File: config.mk
export PLATFORM = sky130hd
export DESIGN_NAME = ser_tx_logic_port
export DESIGN_NICKNAME = d
export VERILOG_FILES = /design/src/rtl/ser_link_pkg.sv /design/src/rtl/ser_tx_bit_timer.sv /design/src/rtl/ser_tx_logic_port.sv
export SDC_FILE = /design/constraint.sdc
export NUM_CORES = 1
export LEC_CHECK = 0
export ABC_AREA = 1
export CAP_MARGIN = 25
export CELL_PAD_IN_SITES_DETAIL_PLACEMENT = 0
export CELL_PAD_IN_SITES_GLOBAL_PLACEMENT = 1
export CORE_UTILIZATION = 36
export CTS_CLUSTER_SIZE = 24
export DETAILED_ROUTE_END_ITERATION = 16
export HOLD_SLACK_MARGIN = 0.02
export PLACE_DENSITY = 0.81
export SLEW_MARGIN = 40
export SYNTH_ARGS = -nofsm -noshare
export SYNTH_HDL_FRONTEND = slang
export SYNTH_SLANG_ARGS = --single-unit
File: constraint.sdc
create_clock -name c -period 1.9 [get_ports c]
set_input_delay 0.19 -clock c [delete_from_list [all_inputs] [get_ports c]]
set_output_delay 0.19 -clock c [all_outputs]
set_load 0.03 [all_outputs]
File: src/rtl/ser_link_pkg.sv
// ser_link_pkg: FSM states and serial line levels shared by the ser link blocks
package ser_link_pkg;
    typedef enum logic [2:0] {IDLE, START, DATA, PARITY, STOP} ser_state_e;
    localparam logic IDLE_LVL = 1'b1;
    localparam logic START_LVL = 1'b0;
    localparam logic STOP_LVL = 1'b1;
endpackage

File: src/rtl/ser_tx_bit_timer.sv
// ser_tx_bit_timer: counts CLKS_PER_BIT cycles per bit and pulses bit_end on the last one
module ser_tx_bit_timer #(
    parameter int CLKS_PER_BIT = 4
) (
    input  logic c,
    input  logic rst,
    input  logic clr,
    input  logic en,
    output logic bit_end
);
    localparam int CW = $clog2(CLKS_PER_BIT);
    localparam logic [CW-1:0] LAST = CW'(CLKS_PER_BIT - 1);
    logic [CW-1:0] cnt_q, cnt_d;
    assign bit_end = en && cnt_q == LAST;
    always_comb cnt_d = (clr || !en || bit_end) ? '0 : cnt_q + 1'b1;
    always_ff @(posedge c) begin
        cnt_q <= rst ? '0 : cnt_d;
    end
endmodule

File: src/rtl/ser_tx_logic_port.sv
// ser_tx_logic_port: registered serial transmitter; define SER_TX_PARITY_EN for an even-parity bit
(* tmr_mode = "default_triplicate" *)
module ser_tx_logic_port
    import ser_link_pkg::*;
#(
    parameter int DATA_W = 8,
    parameter int CLKS_PER_BIT = 4
) (
    input  logic              c,
    input  logic              rst,
    input  logic [DATA_W-1:0] in_data,
    input  logic              in_valid,
    output logic              in_ready,
    output logic              tx,
    output logic              busy
);
    localparam int IW = DATA_W > 1 ? $clog2(DATA_W) : 1;
    ser_state_e state_q, state_d;
    logic [DATA_W-1:0] shift_q, shift_d;
    logic [IW-1:0] idx_q, idx_d;
    logic tx_q, tx_d, ready_q, ready_d, busy_q, busy_d;
    logic accept, bit_end;
`ifdef SER_TX_PARITY_EN
    logic par_q, par_d;
`endif
    assign accept = in_valid && ready_q;
    assign in_ready = ready_q;
    assign tx = tx_q;
    assign busy = busy_q;
    ser_tx_bit_timer #(.CLKS_PER_BIT(CLKS_PER_BIT)) u_timer (
        .c(c), .rst(rst), .clr(accept), .en(busy_q), .bit_end(bit_end)
    );
    always_comb begin
        state_d = state_q;
        shift_d = shift_q;
        idx_d = idx_q;
        tx_d = tx_q;
`ifdef SER_TX_PARITY_EN
        par_d = par_q;
`endif
        if (accept) begin
            state_d = START;
            shift_d = in_data;
            idx_d = '0;
            tx_d = START_LVL;
`ifdef SER_TX_PARITY_EN
            par_d = ^in_data;
`endif
        end else if (bit_end) begin
            case (state_q)
                START: begin
                    state_d = DATA;
                    tx_d = shift_q[0];
                end
                DATA: begin
                    if (idx_q == IW'(DATA_W - 1)) begin
`ifdef SER_TX_PARITY_EN
                        state_d = PARITY;
                        tx_d = par_q;
`else
                        state_d = STOP;
                        tx_d = STOP_LVL;
`endif
                    end else begin
                        idx_d = idx_q + 1'b1;
                        shift_d = shift_q >> 1;
                        tx_d = shift_d[0];
                    end
                end
`ifdef SER_TX_PARITY_EN
                PARITY: begin
                    state_d = STOP;
                    tx_d = STOP_LVL;
                end
`endif
                STOP: begin
                    state_d = IDLE;
                    tx_d = IDLE_LVL;
                end
                default: ;
            endcase
        end
        ready_d = state_d == IDLE;
        busy_d = state_d != IDLE;
    end
    always_ff @(posedge c) begin
        if (rst) begin
            state_q <= IDLE;
            shift_q <= '0;
            idx_q <= '0;
            tx_q <= IDLE_LVL;
            ready_q <= 1'b0;
            busy_q <= 1'b0;
`ifdef SER_TX_PARITY_EN
            par_q <= 1'b0;
`endif
        end else begin
            state_q <= state_d;
            shift_q <= shift_d;
            idx_q <= idx_d;
            tx_q <= tx_d;
            ready_q <= ready_d;
            busy_q <= busy_d;
`ifdef SER_TX_PARITY_EN
            par_q <= par_d;
`endif
        end
    end
endmodule

Word-level counts from Yosys, hierarchy flattened. Cells that the tools add are included.

$add $sub $neg: 2. Equal/unequal tests: 6. Mux-type cells: 12. Bitwise logic cells: 1. Reduce and logical (&&, ||, !) cells: 15.

Operator list (number): 8-bit 2-to-1 mux (4); 3-bit 2-to-1 mux (3); 3-bit one-hot mux with 3 select lines (1); 3-bit == test (second input constant) (2); 3-bit AND reduction (2); 2-bit nonzero test (2); 4-bit nonzero test (1); 2-bit OR reduction (2); 3-bit by 1-bit adder with 3-bit output (second input constant) (1); 3-bit by 1-bit == test with 1-bit output (second input constant) (1); 3-bit by 2-bit == test with 1-bit output (second input constant) (1); 3-bit zero test (1); 1-bit 2-to-1 mux (3); 1-bit one-hot mux with 3 select lines (1); 3-bit nonzero test (1); 2-bit by 1-bit adder with 2-bit output (second input constant) (1); 2-bit == test (second input constant) (1); 1-bit logical AND (2); 1-bit logical OR (2); 2-bit by 1-bit != test with 1-bit output (second input constant) (1); 2-bit AND reduction (1); 1-bit zero test (1); 1-bit NOT (1).

Register bits: 19. Input bits: 11. Output and inout port bits: 3. Logic and storage cells: 43.

Longest topological paths before layout. Gate-level depths: netlist of the first run.

Word-level depth: 6. Gate-level depth with buffers: 9. Gate-level depth less buffers: 9.

By module. Synthesis of the first run repeated with hierarchy kept, for this count alone.

Cells, all modules: 146. Area, all modules: 992.2 um^2.

Modules (own cells, without submodules): ser_tx_logic_port (times used 1, cells an instance 134, area an instance 905.9 um^2, sequential area each 340.3 um^2); ser_tx_bit_timer (times used 1, cells an instance 12, area an instance 86.3 um^2, sequential area each 40.0 um^2).

Worst setup path before layout of the first run. OpenSTA, ideal clock, no wires.

Path kind: register to register. Start point: reg idx_q[0]. End point: reg shift_q[1]. Library setup time: 74 ps. Data arrival time: 1299 ps. Data required time: 1826 ps. Slack: 527 ps. Stages on the path, launching flop included: 9. Path buffers: 1. Clock period less this slack: 1373 ps. Cell sequence: dfxtp_1 -> ha_1 -> ha_1 -> inv_1 -> nand3_2 -> nor2_4 -> buf_6 -> nand3_1 -> a31oi_1.

Cells in the longest elaborated chain, start to end: 3.

Ends and longest elaborated chain: from (decl) (line ser_tx_logic_port.sv:20) `logic [IW-1:0] idx_q, idx_d;`; from (signal assigned) (line ser_tx_logic_port.sv:100) `idx_q <= idx_d;`; 3-bit == test (line ser_tx_logic_port.sv:56) `if (idx_q == IW'(DATA_W - 1)) begin`; 2-bit by 1-bit != test with 1-bit output (no source line); 3-bit AND reduction (no source line); to (signal assigned) (line ser_tx_logic_port.sv:99) `shift_q <= shift_d;`; to (decl) (line ser_tx_logic_port.sv:19) `logic [DATA_W-1:0] shift_q, shift_d;`.

Every way passes these cells. A chain may end at the register's enable or synchronous reset.

Worst setup path in the final report of the first run.
Start point: reg idx_q[0]. End point: reg shift_q[4].

The elaborated chain is that of the path after synthesis.

==> metrics, run 1 <==
total overflow reported by the global router=0; sort of element at the start of the critical path=register; Die Area=2609 um^2; Worst Hold Class=register to register; Final nets=149; DR vias/cell=4.796; Die Wd=51.08 um; setup slack of the critical path after layout=0.3315 ns; Critical path destination=shift_q[4]; CTS tree=done; gp weighted congestion=0.8278; remaining antenna violation count=0; startpoint of the most critical register-to-register path=idx_q[0]; overall routing resource usage=15.33%; max-slew violations=0; routed length per placed instance=approximately 11 um; end of the worst register-to-register path=shift_q[4]; detailed-route DRC error count=0; clk_skew=0.01213 ns; worst setup path category=register to register; post-synth top area share=43.87%; max-slew headroom at the worst pin=79.39%; transition time at the pin with the least slew margin=0.3082 ns; starting density of the core=38.82%; HPWL Detailed=1312 um; Syn-to-layout area delta=22.22%; maximum fanout encountered on the critical timing path=13; clock insertion delay at the later pin of the skew report=0.30 ns; critical path arrival=1.75 ns; minimum setup slack among reg-to-reg paths=between 0.3 and 0.4 ns; standard cell with the maximum stage delay on the critical path=sky130_fd_sc_hd__dfxtp_1; Clock transition at path regs=0.11 ns; Root Buffer=sky130_fd_sc_hd__clkbuf_4; most used cell along the critical path=sky130_fd_sc_hd__ha_1; detailed-route wire length=1708 um; pin count of the biggest net entering global routing=14; TritonCTS Buffers=3; reported max-cap violation count=0; total power divided by cell area=a little under 700 nW/um^2; cell count along the critical path=8; site row count=17; setup TNS=0 ns; number of library cell types mapped by synthesis=19; DRT Pass-1 Iters=4; total nets after synthesis=between 100 and 150; final hold vios=0; main area contributors after synthesis=sky130_fd_sc_hd__dfxtp_1 44%, sky130_fd_sc_hd__nand2_1 15%, sky130_fd_sc_hd__nand3_1 6.3%; flip-flop and latch count after synthesis=19; Clock Path Buffers=2; Syn Inst Count=between 100 and 150; max incr delay on CP=0.34 ns; VDD IR-drop max=490.7 uV; worst slack after detailed placement=0.3546 ns; crit path from=idx_q[0]; outcome=complete, no violations; number of buffers and inverters on the critical path=1; Gates resized, CTS repair=0; Iteration-0 DRC Markers=21; Cell Area, Synth=between 800 and 900 um^2; Yosys warning total=0; average footprint of a synthesized cell=7.411 um^2; Static Leak=0.4254 nW; power after layout=0.0007219 W; number of buffers inserted for hold repair after clock tree synthesis=0; vias in the first global route=674; buffers inserted during post-CTS setup optimization=0; unrepaired setup endpoints after global routing=no; global-route wire length before repair=2960 um; element type at the critical path end=register; share of cells above drive strength 1=8.955%; cell type contributing the most total cell area after synthesis=sky130_fd_sc_hd__dfxtp_1; Vert. Die Dim=51.08 um; Crit path max-delay family=simple AND/OR/NAND/NOR gates; Final period util=82.55%; CORE AREA=2233 um^2; total I/O pin count=14; number of failing setup endpoints in the final timing report=0; worst path required time=between 2 and 2.5 ns; Tmin final=1.568 ns; number of antenna violations at the first check in global routing=0; vias after detailed routing=777; maximum clock rate=around 640 MHz; share of the yosys chip area belonging to registers=a little over two fifths; R2R cell count=8; H-tree Lvls=1; series of cell instances along the critical path=ha_1 -> ha_1 -> inv_1 -> nand3_2 -> nor2_4 -> nor2_2 -> nand2_1 -> a31oi_1; antenna diode instance count=0; Filler Cells Inserted=234; Port Buf Inserts=13; Sink Count=19
==> layout by cell type (no fill, tap or decap), types with 2 or more instances in the layout <==
cell type,netlist,layout
sky130_fd_sc_hd__clkdlybuf4s50_1,0,13
sky130_fd_sc_hd__nor2_2,2,2
sky130_fd_sc_hd__buf_4,1,3
sky130_fd_sc_hd__nor2_1,9,9
sky130_fd_sc_hd__ha_1,3,3
sky130_fd_sc_hd__nand3_1,11,11
sky130_fd_sc_hd__a31oi_1,8,8
sky130_fd_sc_hd__nand2_1,35,35
sky130_fd_sc_hd__inv_1,13,13
sky130_fd_sc_hd__nor4_1,2,2
sky130_fd_sc_hd__dfxtp_1,19,19
sky130_fd_sc_hd__clkbuf_4,0,3
sky130_fd_sc_hd__a21oi_1,6,6
==> metrics by stage <==
stage / util [%] / hold slack (ns) / instances / instance area, um^2
floorplan: - / 0.2594 / 117 / 867.1
global placement: 46.22 / 0.4104 / 158 / 1032
detailed placement: 46.22 / 0.4224 / 158 / 1032
CTS: 47.45 / 0.4389 / 162 / 1060
global route: 47.45 / 0.4614 / 162 / 1060
finish: 47.45 / 0.4345 / 162 / 1060
==> flip-flops by register name, indices dropped and copies added, names as in the netlist <==
register,flops
shift_q,8
idx_q,3
state_q,3
u_timer.cnt_q,2
busy,1
in_ready,1
tx,1
==> routing by layer <==
layer	global-route usage, %	wire length (um)	vias to the layer above
met3	1.786	46	2
met2	22.37	764	13
li1	-	-	424
met4	8.333	14	0
met1	21.62	882	338
met5	0	0	-
==> kinds of logic (layout without fill, tap and decap cells) <==
kind of cell | count (synthesis) | in the layout | share of synthesized area (%)
AND/OR/NAND/NOR | 64 | 64 | 33.48
flip-flops | 19 | 19 | 43.87
buffers and inverters | 16 | 33 | 8.225
AO/OA/AOI/OAI | 15 | 15 | 10.10
adder cells (fa/ha/maj) | 3 | 3 | 4.329
==> power by group <==
| part | internal (W) | switching, W | total, W |
|---|---|---|---|
| Clock | 0.0000783 | 0.000121 | 0.000200 |
| Sequential | 0.000414 | 0.0000108 | 0.000425 |
| Combinational | 0.0000466 | 0.0000510 | 0.0000975 |
| Total | 0.000539 | 0.000183 | 0.000722 |
==> synth_stat cells (all sizes together) <==
library cell and count:
inv 13, a31oi 8, nor4 2, nor3b 1, nor2 12, o211ai 1, buf 2, dfxtp 19
a21oi 6, nand4 1, nor3 1, ha 3, clkbuf 1, nand3 12, nand2 35
==> how the worst min path moves through the flow <==
stage	startpoint	end	slack [ns]	depth (start not counted)
finish	u_timer.cnt_q[0]	u_timer.cnt_q[0]	0.43	1
global route	u_timer.cnt_q[0]	u_timer.cnt_q[0]	0.46	1
CTS	u_timer.cnt_q[0]	u_timer.cnt_q[0]	0.44	1
detailed placement	u_timer.cnt_q[0]	u_timer.cnt_q[0]	0.42	1
global placement	u_timer.cnt_q[0]	u_timer.cnt_q[0]	0.41	1
floorplan	rst	shift_q[2]	0.26	1
==> area by class of cell <==
cell class | instances | area, um^2 | area share [%]
timing repair buffer | 16 | 152.6 | 14.40
inverter | 13 | 48.80 | 4.604
clock buffer | 3 | 22.52 | 2.125
clock inverter | 1 | 5.005 | 0.4723
sequential | 19 | 380.4 | 35.89
multi-input combinational | 82 | 415.4 | 39.20
tap | 28 | 35.03 | 3.306
(Power assumes the default switching activity.)
==> run 2, diff against run 1 <==
CORE_UTILIZATION = 33   (was 36)
PLACE_DENSITY = 0.78   (was 0.81)
clock period = 1.36 ns   (was 1.9 ns; I/O delays follow)
==> metrics, run 2 (synthesis results as in run 1) <==
internal cell power=0.0007588 W; detailed-route DRC error count=0; reported max-cap violation count=0; multi-input gate area in the final layout=approximately 500 um^2; Static Leak=0.4892 nW; Filler Cells Inserted=267; total overflow reported by the global router=0; worst slack after detailed placement=-0.1800 ns; routed length per placed instance=11.07 um; Seq pwr share=between 50% and 60%; global-route wire length before repair=3215 um; detailed-route wire length=1937 um; number of instances on the worst hold path=3; HPWL Detailed=1361 um; number of antenna violations at the first check in global routing=0; antenna diode instance count=0; TritonCTS Buffers=3; number of buffers and inverters on the critical path=3; Clock transition at path regs=0.11 ns; max FFs per register=8; vias in the first global route=768; Tmin final=around 1.5 ns; Worst Hold Class=input pin to register; gp weighted congestion=0.8334; sequential standard cell area=382.9 um^2; clock group share of total power=27.4%; most frequent standard cell in the layout excluding fill and tap cells=sky130_fd_sc_hd__nand2_1; setup slack of the critical path after layout=-0.1200 ns; DR vias/cell=4.800; most used cell along the critical path=sky130_fd_sc_hd__ha_4; vias after detailed routing=840; remaining antenna violation count=0; Combinational Power Share=14.2%; final hold vios=0; clk_skew=0.006048 ns; maximum clock rate=675.7 MHz; site row count=18; Top Registers=shift_q (8), idx_q (3), state_q (3); DRT Pass-1 Iters=4; pin count of the biggest net entering global routing=13; CORE AREA=2477 um^2; top library cells by usage in the layout, fill and taps aside=29 x sky130_fd_sc_hd__nand2_1, 17 x sky130_fd_sc_hd__dfxtp_1; worst setup path category=register to register; critical path arrival=1.67 ns; series of cell instances along the critical path=ha_4 -> ha_4 -> inv_4 -> nand3_4 -> buf_4 -> buf_6 -> nand4_1 -> nand3_2 -> nand2_1 -> nor2_1; Final nets=160; max-slew violations=0; VDD IR-drop max=a little over 500 uV; final standard cell area without fillers=about 1200 um^2; total I/O pin count=14; fraction of power spent switching nets=25.33%; worst path required time=1.55 ns; Syn-to-layout area delta=42.86%; starting density of the core=35.00%; Crit path max-delay family=simple AND/OR/NAND/NOR gates; overall routing resource usage=16.00%; Root Buffer=sky130_fd_sc_hd__clkbuf_4; fraction of the core area covered by cells at the end of the flow=50.00%; R2R cell count=10; standard cell with the maximum stage delay on the critical path=sky130_fd_sc_hd__dfxtp_2; standard cell area after detailed placement=1070 um^2; NetSw=0.0002574 W; share of cells above drive strength 1=between 20% and 30%; number of failing setup endpoints in the final timing report=10; Die Area=between 2000 and 3000 um^2; Final period util=108.8%; cell count along the critical path=10; Vert. Die Dim=53.26 um; element type at the critical path end=register; sort of element at the start of the critical path=register; clock insertion delay at the later pin of the skew report=0.29 ns; Port Buf Inserts=13; violated checks=negative setup slack; H-tree Lvls=1; Die Wd=53.26 um; transition time at the pin with the least slew margin=0.2974 ns; Sink Count=19; total power divided by cell area=between 800 and 900 nW/um^2; Iteration-0 DRC Markers=10; unrepaired setup endpoints after global routing=yes; Clock Path Buffers=2; max-slew headroom at the worst pin=80.25%; max incr delay on CP=0.35 ns; Reg with most FFs=shift_q; maximum fanout encountered on the critical timing path=3; outcome=finished, violations left; CTS tree=done
[run 2: power groups by stage]
stage / Clock, W / Combinational [W] / Sequential [W]
2_1_floorplan: 0 / 0.0000599 / 0.000617
6_report: 0.000278 / 0.000144 / 0.000594
3_5_place_dp: 0 / 0.000140 / 0.000606
5_1_grt: 0.000314 / 0.000160 / 0.000597
3_3_place_gp: 0 / 0.000138 / 0.000606
4_1_cts: 0.000292 / 0.000137 / 0.000594
[run 2: metrics by stage]
stage,hold WS (ns),std cells,total power (W),setup TNS [ns]
after CTS,0.3916,172,0.001023,-0.3027
after global placement,0.4108,164,0.0007438,-0.8243
final,0.3936,175,0.001016,-0.5154
after floorplan,0.2054,117,0.0006770,0
after detailed placement,0.4310,164,0.0007457,-1.571
after global routing,0.4203,175,0.001070,-1.651
[run 2: layout make-up]
class | instances | share of cell area [%]
multi-input combinational | 82 | 39.70
clock buffer | 4 | 2.121
timing repair buffer | 27 | 19.90
tap | 30 | 3.030
inverter | 13 | 4.343
sequential | 19 | 30.91
[run 2: what timing repair did]
item / in CTS / in global routing
buffers inserted: 4 / 3
resized for setup: 13 / 17
pin swaps: 13 / 8
hold buffers: 0 / 0
cloned: 0 / 0
setup endpoints to repair: 18 / 15
[run 2: metal layers]
metal,up-vias,track usage [%],routed length [um]
li1,442,-,-
met1,384,19.58,908
met2,12,26.67,964
met3,2,3.448,48
met4,0,6.579,15
met5,-,0,0
[run 2: worst paths after layout]
path,from,to,slack [ns]
worst max-delay path,idx_q[0],in_ready,-0.12
worst min-delay path,in_data[7],shift_q[7],0.39
worst max register to register,idx_q[0],in_ready,-0.12
worst min register to register,u_timer.cnt_q[0],u_timer.cnt_q[0],0.45
[run 2: tightest hold or removal path: stages]
cell and delay [ns]:
sky130_fd_sc_hd__clkdlybuf4s50_1 0.39, sky130_fd_sc_hd__nand2_1 0.06, sky130_fd_sc_hd__a21oi_1 0.06
==> run 3, diff against run 2 <==
CTS_CLUSTER_SIZE = 25   (was 24)
==> results of run 3 <==
No change in the layout: final DEF, timing and power equal those of run 2.
